<file path="config.mk">
export PLATFORM = sky130hd
export DESIGN_NAME = hs_rr_arbiter_flat
export DESIGN_NICKNAME = d
export VERILOG_FILES = /design/src/rtl/hs_pkg.sv /design/src/rtl/hs_rr_arbiter_if.sv /design/src/rtl/sync_ff.sv /design/src/rtl/hs_rr_arbiter.sv /design/src/flat_wrapper.sv
export SDC_FILE = /design/constraint.sdc
export NUM_CORES = 1
export LEC_CHECK = 0
export BUFFER_PORTS_ARGS = -buffer_cell sky130_fd_sc_hd__buf_4
export CAP_MARGIN = 0
export CORE_MARGIN = 2
export CORE_UTILIZATION = 50
export DETAILED_ROUTE_END_ITERATION = 6
export GPL_TIMING_DRIVEN = 0
export PLACE_DENSITY_LB_ADDON = 0.15
export SETUP_SLACK_MARGIN = 0.3
export SLEW_MARGIN = 20
export SYNTH_ARGS = -nofsm -noshare
export SYNTH_HDL_FRONTEND = slang
export SYNTH_HIERARCHICAL = 1
export SYNTH_SLANG_ARGS = --single-unit
</file>
<file path="constraint.sdc">
create_clock -name clk_i -period 2.8 [get_ports clk_i]
set_clock_uncertainty 0.15 [all_clocks]
set_input_delay 0.14 -clock clk_i [delete_from_list [all_inputs] [get_ports clk_i]]
set_output_delay 0.14 -clock clk_i [all_outputs]
set_load 0.01 [all_outputs]
</file>
<file path="src/rtl/hs_pkg.sv">
// Shared types and the round-robin pick helper for the handshake arbiter.
package hs_pkg;

  typedef enum logic [1:0] {
    IDLE = 2'd0,
    FWD  = 2'd1,
    HOLD = 2'd2,
    RTZ  = 2'd3
  } hs_state_e;

  localparam int HS_MAX_N = 16;
  localparam int HS_IDX_W = 4;

  typedef logic [HS_IDX_W:0] hs_scan_t;

  typedef struct packed {
    logic                vld;
    logic [HS_IDX_W-1:0] idx;
  } rr_pick_t;

  // First set bit at or after ptr, wrapping within n requesters.
  function automatic rr_pick_t rr_pick(input logic [HS_MAX_N-1:0] req,
                                       input logic [HS_IDX_W-1:0] ptr,
                                       input int                  n);
    rr_pick_t res;
    hs_scan_t j;
    res = '0;
    for (int k = 0; k < HS_MAX_N; k++) begin
      j = {1'b0, ptr} + hs_scan_t'(k);
      if (j >= hs_scan_t'(n)) j = j - hs_scan_t'(n);
      if ((k < n) && !res.vld && req[j[HS_IDX_W-1:0]]) begin
        res.vld = 1'b1;
        res.idx = j[HS_IDX_W-1:0];
      end
    end
    return res;
  endfunction

endpackage

</file>
<file path="src/rtl/hs_rr_arbiter_if.sv">
// Bundle of the upstream/downstream handshake and status signals of the arbiter.
interface hs_rr_arbiter_if #(
  parameter int N     = 4,
  parameter int CNT_W = 16,
  parameter int IW    = (N > 1) ? $clog2(N) : 1
);
  logic [N-1:0]     req_in_i;
  logic [N-1:0]     ack_in_o;
  logic             req_out_o;
  logic             ack_out_i;
  logic [N-1:0]     grant_o;
  logic [IW-1:0]    grant_idx_o;
  logic             busy_o;
  logic [CNT_W-1:0] txn_count_o;

  modport master (
    input  req_in_i, ack_out_i,
    output ack_in_o, req_out_o, grant_o, grant_idx_o, busy_o, txn_count_o
  );

  modport slave (
    output req_in_i, ack_out_i,
    input  ack_in_o, req_out_o, grant_o, grant_idx_o, busy_o, txn_count_o
  );
endinterface

</file>
<file path="src/rtl/sync_ff.sv">
// Width-parameterised flop chain for bringing handshake inputs into the clock domain.
module sync_ff #(
  parameter int W      = 1,
  parameter int STAGES = 2
) (
  input  logic         clk_i,
  input  logic         rst_i,
  input  logic [W-1:0] d_i,
  output logic [W-1:0] q_o
);

  generate
    if (STAGES == 0) begin : g_wire
      logic w_unused;
      assign w_unused = clk_i ^ rst_i;
      assign q_o      = d_i;
    end else begin : g_flops
      logic [STAGES-1:0][W-1:0] r_chain;
      always_ff @(posedge clk_i or posedge rst_i) begin
        if (rst_i) begin
          r_chain <= '0;
        end else begin
          r_chain[0] <= d_i;
          for (int i = 1; i < STAGES; i++) r_chain[i] <= r_chain[i-1];
        end
      end
      assign q_o = r_chain[STAGES-1];
    end
  endgenerate

endmodule

</file>
<file path="src/rtl/hs_rr_arbiter.sv">
// Round-robin arbiter serialising N four-phase requesters onto one four-phase channel.
module hs_rr_arbiter
  import hs_pkg::*;
#(
  parameter int N           = 4,
  parameter int SYNC_STAGES = 2,
  parameter int CNT_W       = 16
) (
  input logic            clk_i,
  input logic            rst_i,
  hs_rr_arbiter_if.master bus
);

  localparam int IW = (N > 1) ? $clog2(N) : 1;

  logic [N-1:0] w_req_s;
  logic [0:0]   w_ack_s;

  sync_ff #(.W(N), .STAGES(SYNC_STAGES)) u_sync_req (
    .clk_i (clk_i),
    .rst_i (rst_i),
    .d_i   (bus.req_in_i),
    .q_o   (w_req_s)
  );

  sync_ff #(.W(1), .STAGES(SYNC_STAGES)) u_sync_ack (
    .clk_i (clk_i),
    .rst_i (rst_i),
    .d_i   (bus.ack_out_i),
    .q_o   (w_ack_s)
  );

  hs_state_e        r_state, w_state_n;
  logic [IW-1:0]    r_ptr, w_ptr_n;
  logic [IW-1:0]    r_gidx, w_gidx_n;
  logic [N-1:0]     r_grant, w_grant_n;
  logic [N-1:0]     r_ack_in, w_ack_in_n;
  logic             r_req_out, w_req_out_n;
  logic             r_busy;
  logic [CNT_W-1:0] r_cnt, w_cnt_n;
  rr_pick_t         w_pick;

  always_ff @(posedge clk_i or posedge rst_i) begin
    if (rst_i) begin
      r_state   <= IDLE;
      r_ptr     <= '0;
      r_gidx    <= '0;
      r_grant   <= '0;
      r_ack_in  <= '0;
      r_req_out <= 1'b0;
      r_busy    <= 1'b0;
      r_cnt     <= '0;
    end else begin
      r_state   <= w_state_n;
      r_ptr     <= w_ptr_n;
      r_gidx    <= w_gidx_n;
      r_grant   <= w_grant_n;
      r_ack_in  <= w_ack_in_n;
      r_req_out <= w_req_out_n;
      r_busy    <= (w_state_n != IDLE);
      r_cnt     <= w_cnt_n;
    end
  end

  // Grant is latched in IDLE and held untouched until the token returns to zero.
  always_comb begin
    w_state_n   = r_state;
    w_ptr_n     = r_ptr;
    w_gidx_n    = r_gidx;
    w_grant_n   = r_grant;
    w_ack_in_n  = r_ack_in;
    w_req_out_n = r_req_out;
    w_cnt_n     = r_cnt;
    w_pick      = rr_pick(HS_MAX_N'(w_req_s), HS_IDX_W'(r_ptr), N);
    case (r_state)
      IDLE: begin
        if (w_pick.vld) begin
          w_gidx_n    = IW'(w_pick.idx);
          w_grant_n   = {{(N-1){1'b0}}, 1'b1} << w_pick.idx;
          w_req_out_n = 1'b1;
          w_state_n   = FWD;
        end
      end
      FWD: begin
        if (w_ack_s[0]) begin
          w_ack_in_n = r_grant;
          w_state_n  = HOLD;
        end
      end
      HOLD: begin
        if (!w_req_s[r_gidx]) begin
          w_req_out_n = 1'b0;
          w_state_n   = RTZ;
        end
      end
      RTZ: begin
        if (!w_ack_s[0]) begin
          w_ack_in_n = '0;
          w_grant_n  = '0;
          w_gidx_n   = '0;
          w_ptr_n    = (r_gidx == IW'(N-1)) ? '0 : r_gidx + 1'b1;
          w_cnt_n    = r_cnt + 1'b1;
          w_state_n  = IDLE;
        end
      end
      default: w_state_n = IDLE;
    endcase
  end

  assign bus.ack_in_o    = r_ack_in;
  assign bus.req_out_o   = r_req_out;
  assign bus.grant_o     = r_grant;
  assign bus.grant_idx_o = r_gidx;
  assign bus.busy_o      = r_busy;
  assign bus.txn_count_o = r_cnt;

endmodule

</file>
<file path="src/flat_wrapper.sv">
// flat-port wrapper written by rule: the top's interface ports become plain ports
module hs_rr_arbiter_flat import hs_pkg::*;
#(
  parameter int N           = 4,
  parameter int SYNC_STAGES = 2,
  parameter int CNT_W       = 16
)
  (clk_i, rst_i, bus_req_in_i, bus_ack_out_i, bus_ack_in_o, bus_req_out_o, bus_grant_o, bus_grant_idx_o, bus_busy_o, bus_txn_count_o);
  hs_rr_arbiter_if #(.N(N), .CNT_W(CNT_W)) bus_i ();
  input logic clk_i;
  input logic rst_i;
  input wire logic [$bits(bus_i.req_in_i)-1:0] bus_req_in_i;
  input wire logic [$bits(bus_i.ack_out_i)-1:0] bus_ack_out_i;
  output wire logic [$bits(bus_i.ack_in_o)-1:0] bus_ack_in_o;
  output wire logic [$bits(bus_i.req_out_o)-1:0] bus_req_out_o;
  output wire logic [$bits(bus_i.grant_o)-1:0] bus_grant_o;
  output wire logic [$bits(bus_i.grant_idx_o)-1:0] bus_grant_idx_o;
  output wire logic [$bits(bus_i.busy_o)-1:0] bus_busy_o;
  output wire logic [$bits(bus_i.txn_count_o)-1:0] bus_txn_count_o;
  assign bus_i.req_in_i = bus_req_in_i;
  assign bus_i.ack_out_i = bus_ack_out_i;
  assign bus_ack_in_o = bus_i.ack_in_o;
  assign bus_req_out_o = bus_i.req_out_o;
  assign bus_grant_o = bus_i.grant_o;
  assign bus_grant_idx_o = bus_i.grant_idx_o;
  assign bus_busy_o = bus_i.busy_o;
  assign bus_txn_count_o = bus_i.txn_count_o;
  hs_rr_arbiter #(.N(N), .SYNC_STAGES(SYNC_STAGES), .CNT_W(CNT_W)) u_core (.clk_i(clk_i), .rst_i(rst_i), .bus(bus_i));
endmodule
</file>
[Word-level counts from Yosys, hierarchy flattened]
Index checks and enable logic that the tools add are counted.
Storage, ports and cells
  word-level logic and storage cells: 90
  input bits: 7
  register bits: 42
Operators by class
  shift-type cells: 1
  add/subtract/negate cells: 9
  equality and inequality tests: 8
  multiplexer cells: 35
  $lt $le $gt $ge: 9
  reduce and logical (&&, ||, !) cells: 15
  bitwise gates (word level): 1
Operators by type and width (number)
  $mux W4: 7
  $lt A4 B5 Y1 const B: 4
  $mux W5: 4
  $add A16 B1 Y16 const B: 1
  $bmux W1 S4: 4
  $pmux W4 S2: 2
  $ge A5 B3 Y1 const B: 3
  $mux W2: 7
  $sub A4 B3 Y4 const B: 3
  $reduce_and A3 Y1: 3
  $pmux W2 S4: 1
  $reduce_bool A2 Y1: 4
  $mux W1: 7
  $add A2 B2 Y3 const B: 2
  $eq A2 B2 Y1 const B: 3
  $ne A2 B2 Y1 const B: 3
  $pmux W2 S2: 1
  $shl A1 B4 Y4 const A: 1
  $sub A2 B3 Y4 const B: 1
  $add A2 B1 Y3 const B: 1
  $ge A2 B3 Y1 const B: 1
  $logic_and A1 B1 Y1: 3
  $logic_not A1 Y1: 3
  $lt A2 B3 Y1 const B: 1
  other kinds (8): 8

[Depth between registers and ports, before layout]
  word-level depth: 17
  mapped depth: 8
  gate-level depth less buffers: 7

[Hierarchy]
Netlist, hierarchy kept.
By module, submodules not included
  hs_rr_arbiter: instances 1, cells an instance 166, area an instance 1730.4 um2, sequential area each 800.8 um2
  sync_ff at u_core.u_sync_req: instances 1, cells an instance 13, area an instance 234.0 um2, sequential area each 200.2 um2
  sync_ff at u_core.u_sync_ack: instances 1, cells an instance 3, area an instance 53.8 um2, sequential area each 50.0 um2

[Worst setup path before layout]
Ideal clock, no wire load.
  path type: register to register
  start: register u_core.r_ptr[0]
  end: register u_core.r_grant[0] (netlist: u_core/bus.grant_o[0])
  data arrival time: 2.215 ns
  stages on the path, launching flop included: 9
  buffers on the path: 1
  path slack: 0.368 ns
  required time: 2.584 ns
  cell sequence: dfrtp_1 buf_6 inv_1 ha_1 mux4_2 a21boi_4 o41ai_4 and2_4 a22o_1
On the way
  cells in the longest elaborated chain, start to end: 17
  elaborated cells on any way between the ends: 38
Ends and longest elaborated chain
  from (decl): line hs_rr_arbiter.sv:34  | logic [IW-1:0] r_ptr, w_ptr_n;
  from (signal assigned): line hs_rr_arbiter.sv:55  | r_ptr <= w_ptr_n;
  parallel branches: the longest is 13 deep, another holds $sub A4 B3 Y4
  $mux W5 *: line hs_pkg.sv:31  | if ((k < n) && !res.vld && req[j[HS_IDX_W-1:0]]) begin
  $shl A1 B4 Y4: line hs_rr_arbiter.sv:79  | w_grant_n = {{(N-1){1'b0}}, 1'b1} << w_pick.idx;
  $mux W4: line hs_rr_arbiter.sv:77  | if (w_pick.vld) begin
  $pmux W4 S2: line hs_rr_arbiter.sv:75  | case (r_state)
  to (signal assigned): line hs_rr_arbiter.sv:57  | r_grant <= w_grant_n;
  to (decl): line hs_rr_arbiter.sv:36  | logic [N-1:0] r_grant, w_grant_n;
Mark *: on every way between the ends. The select of a mux whose other input is x is not followed.
A chain may end at the register's enable or synchronous reset.

[Final worst setup path]
  start: register u_core.r_ptr[0]
  end: register u_core.r_gidx[0] (netlist: u_core/bus.grant_idx_o[0])
On the way
  cells in the longest elaborated chain, start to end: 16
  elaborated cells on any way between the ends: 37
Ends and longest elaborated chain
  parallel branches: the longest is 13 deep, another holds $sub A4 B3 Y4
  $mux W5 *: line hs_pkg.sv:31
  $mux W2 or $ne A2 B1 Y1 (tied branches)
  $pmux W2 S2 or $reduce_and A3 Y1 (tied branches)
  to (signal assigned): line hs_rr_arbiter.sv:56  | r_gidx <= w_gidx_n;
  to (decl): line hs_rr_arbiter.sv:35  | logic [IW-1:0] r_gidx, w_gidx_n;
Marks and branches as above.

==> flow_summary.yaml <==
logic_synthesis:
  async_reset_ff_share_pct: 100
  synth.distinct_cells: 41
  synth_top_area_cell: "dfrtp_1"
  syn_area_sq_mm: 0.00202
  synthCells: 182
  yosys.area.top_type_share_pct: 52.1
  yosysMostFrequentCell: "dfrtp_1"
  ys_top_cells_by_area: "dfrtp_1, xnor2_1, nand2_1"
  synthesis.nets: 196
  synth-main-ff-cell: "dfrtp_1"
  ys_ff_latch: 42
  synth_enable_flop_cells: 0
  synthTopCellsByCount: "dfrtp_1, nand2_1, xnor2_1, o21ai_0"
  synth-seq-area-share_pct: 52.1
  ys_warn_count: 6
  syn_avg_cell_area_sq_um: 11.1
drt:
  drt_iter0_markers: 131
  wl_per_cell_microns: 14.1
  drc: 0
  firstDrtPassIters: 4
  wl_microns: 3980
  vias: 1535
  via_per_inst: 5.42
  drtAntennaViolNets: 0
die:
  core_sq_mm: 0.00394
  die-area_sq_mm: 0.00456
  num_rows: 23
  die_x_microns: 67.5
  io_pins: 35
  fp.dieH_microns: 67.5
  start_util_pct: 51.2
sta:
  setup_violations: 0
  fmax_ghz: 0.417
  slew_headroom_pct: 54.7
  post-route-period-util_pct: 85.6
  worstMarginPinSlew_ns: 0.674
  drv_slew: 0
  rsz0062_at_grt: "false"
  setup_tns_ns: 0
  min_period_ns: 2.40
  finalHoldViolations: 0
critical_path:
  path_delay_family: "compound AO/OA/AOI/OAI gates"
  cpPeakStageDelay_ns: 0.40
  required_ns: 2.81
  cp.buffers_inverters: 2
  cp_slowest_cell: "dfrtp_1"
  cp-end-kind: "register"
  crit_chain: "buf_6, inv_1, ha_4, mux4_2, a21boi_4, a211oi_2, a2bb2oi_2, o21ai_0"
  cp_max_fo: 8
  regToRegSetupSlack_ns: 0.40
  start_kind: "register"
  critPathArrivalTime_ns: 2.41
  critPathKind: "reg -> reg"
  rr_worst_depth: 8
  r2r-start: "u_core/r_ptr[0]"
  r2r_end: "u_core/bus.grant_idx_o[0]"
run:
  maxCapViolCount: 0
finish:
  area_delta_synth_final_pct: 27.1
  instances_no_fill: 283
  final_nets: 246
  diodes: 0
  fill_cells: 297
  drive_gt1_share_pct: 28.3
clocking:
  worstSkewPairLatency_ns: 0.29
  clock_sinks: 42
  path_clk_slew_ns: 0.07
  htreeDepth: 2
  cts_buffers: 5
  cts_buffer_depth: 2
  cts_tree: "done"
  root_buffer: "clkbuf_8"
global_route:
  grt_max_degree: 33
  antenna_found_initial: 0
  grt_overflow: 0
  track_usage_pct: 19.5
  grt_first_pass_wirelength_microns: 6640
  grt_pass1_vias: 1496
power_and_ir_drop:
  cellLeakagePower_nw: 1.18
  p_int_mw: 1.56
  p_clk_share_pct: 18.5
  p_seq_share_pct: 34.6
  net-switching-power_uw: 936
  ir_drop_v: 0.000620
  pwr_density_cell_mw_per_mm2: 974
  p_comb_share_pct: 46.9
  netSwitchingFraction_pct: 37.4
placement:
  port_buffers: 34
  place.gp.congestion: 0.755
  hpwl_microns: 2820
  placedCellCount: 266
outcome:
  status: "complete, no violations"
hold_path:
  hp-class: "in -> async"
-- cell usage in the layout, fill, tap and decap left out, types with 2 or more instances in the layout --
master,count
buf_4,41
dfrtp_1,41
nand2_1,24
xnor2_1,13
o21ai_0,10
dlygate4sd3_1,6
inv_1,6
nor2_1,6
a31oi_1,6
nand3_1,6
ha_1,6
clkbuf_8,5
clkbuf_1,5
nor2b_1,5
nand4_1,4
nand2b_1,3
mux2_2,3
and3_1,3
o2bb2ai_1,3
mux4_2,2
mux2i_1,2
o31ai_1,2
a21oi_1,2
nor4_1,2
a22o_1,2
xor2_1,2
-- per-stage QoR --
stage / util [%] / cell area (sq um) / setup slack [ns] / hold slack (ns) / power [mW]
after floorplan: - / 2020 / 0.368 / -0.269 / 1.58
after CTS: 64.6 / 2540 / 0.301 / 0.106 / 2.45
after global placement: 59.3 / 2340 / 0.168 / -0.135 / 1.85
after global routing: 65.1 / 2560 / 0.335 / 0.137 / 2.67
final: 65.1 / 2560 / 0.403 / 0.134 / 2.50
after detailed placement: 59.3 / 2340 / 0.0581 / -0.127 / 1.90
-- power groups by stage --
stage / Clock (mW) / Combinational [mW] / Sequential, mW
floorplan: 0 / 0.691 / 0.893
global placement: 0 / 0.980 / 0.869
detailed placement: 0 / 1.02 / 0.879
CTS: 0.478 / 1.11 / 0.866
global route: 0.501 / 1.28 / 0.892
finish: 0.461 / 1.17 / 0.866
-- worst max path at each step --
stage | slack, ns | to | from | cells after the start
4_1_cts | 0.30 | u_core/bus.grant_idx_o[0] | u_core/r_ptr[0] | 8
5_1_grt | 0.34 | u_core/bus.txn_count_o[11] | u_core/u_sync_ack/q_o | 6
6_report | 0.40 | u_core/bus.grant_idx_o[0] | u_core/r_ptr[0] | 8
3_5_place_dp | 0.06 | u_core/bus.grant_o[2] | u_core/r_ptr[0] | 8
2_1_floorplan | 0.37 | u_core/bus.grant_o[0] | u_core/r_ptr[0] | 8
3_3_place_gp | 0.17 | u_core/bus.grant_o[3] | u_core/r_ptr[0] | 8
-- kinds of logic after synthesis --
| group | count (synthesis) | share of synthesized area, % |
|---|---|---|
| flip-flops | 42 | 52.1 |
| AND/OR/NAND/NOR | 61 | 15.1 |
| adder cells (fa/ha/maj) | 7 | 4.34 |
| AO/OA/AOI/OAI | 34 | 13.0 |
| buffers and inverters | 16 | 4.09 |
| multiplexers | 7 | 4.90 |
| XOR/XNOR | 15 | 6.51 |
-- state kept, by name, indices dropped and copies added (netlist names), 2 cells and up --
signal,count
u_core/bus.txn_count_o,16
u_core/bus.ack_in_o,4
u_core/bus.grant_o,4
u_core/u_sync_req/g_flops.r_chain,4
u_core/u_sync_req/q_o,4
u_core/bus.grant_idx_o,2
u_core/r_ptr,2
u_core/r_state,2
-- worst min-delay path: stages --
cell and delay [ns]:
dlygate4sd3_1 0.54, buf_4 0.14, inv_1 0.09
-- repair_timing --
item	CTS	global route
cloned	0	0
hold buffers	6	0
pin swaps	1	0
setup buffers	3	0
endpoints found under the hold margin	47	0
endpoints found under the setup margin	8	5
gates resized for setup	5	3
-- layer usage --
metal,up-vias,track usage [%],part of all wire (%)
li1,734,-,-
met1,743,25.9,42
met2,54,31.4,51
met3,4,5.33,6.2
met4,0,5.36,0.83
met5,-,0,0
-- layout make-up --
class | instances | area, sq um | share of cell area (%)
multi-input combinational | 124 | 920 | 35.9
inverter | 7 | 26.3 | 1.02
buffer | 9 | 56.3 | 2.20
timing repair buffer | 43 | 338 | 13.2
tap | 50 | 62.6 | 2.44
sequential | 42 | 1050 | 41.0
clock buffer | 6 | 72.6 | 2.83
clock inverter | 2 | 37.5 | 1.46
Note: power is estimated with default switching activity, not from simulation.
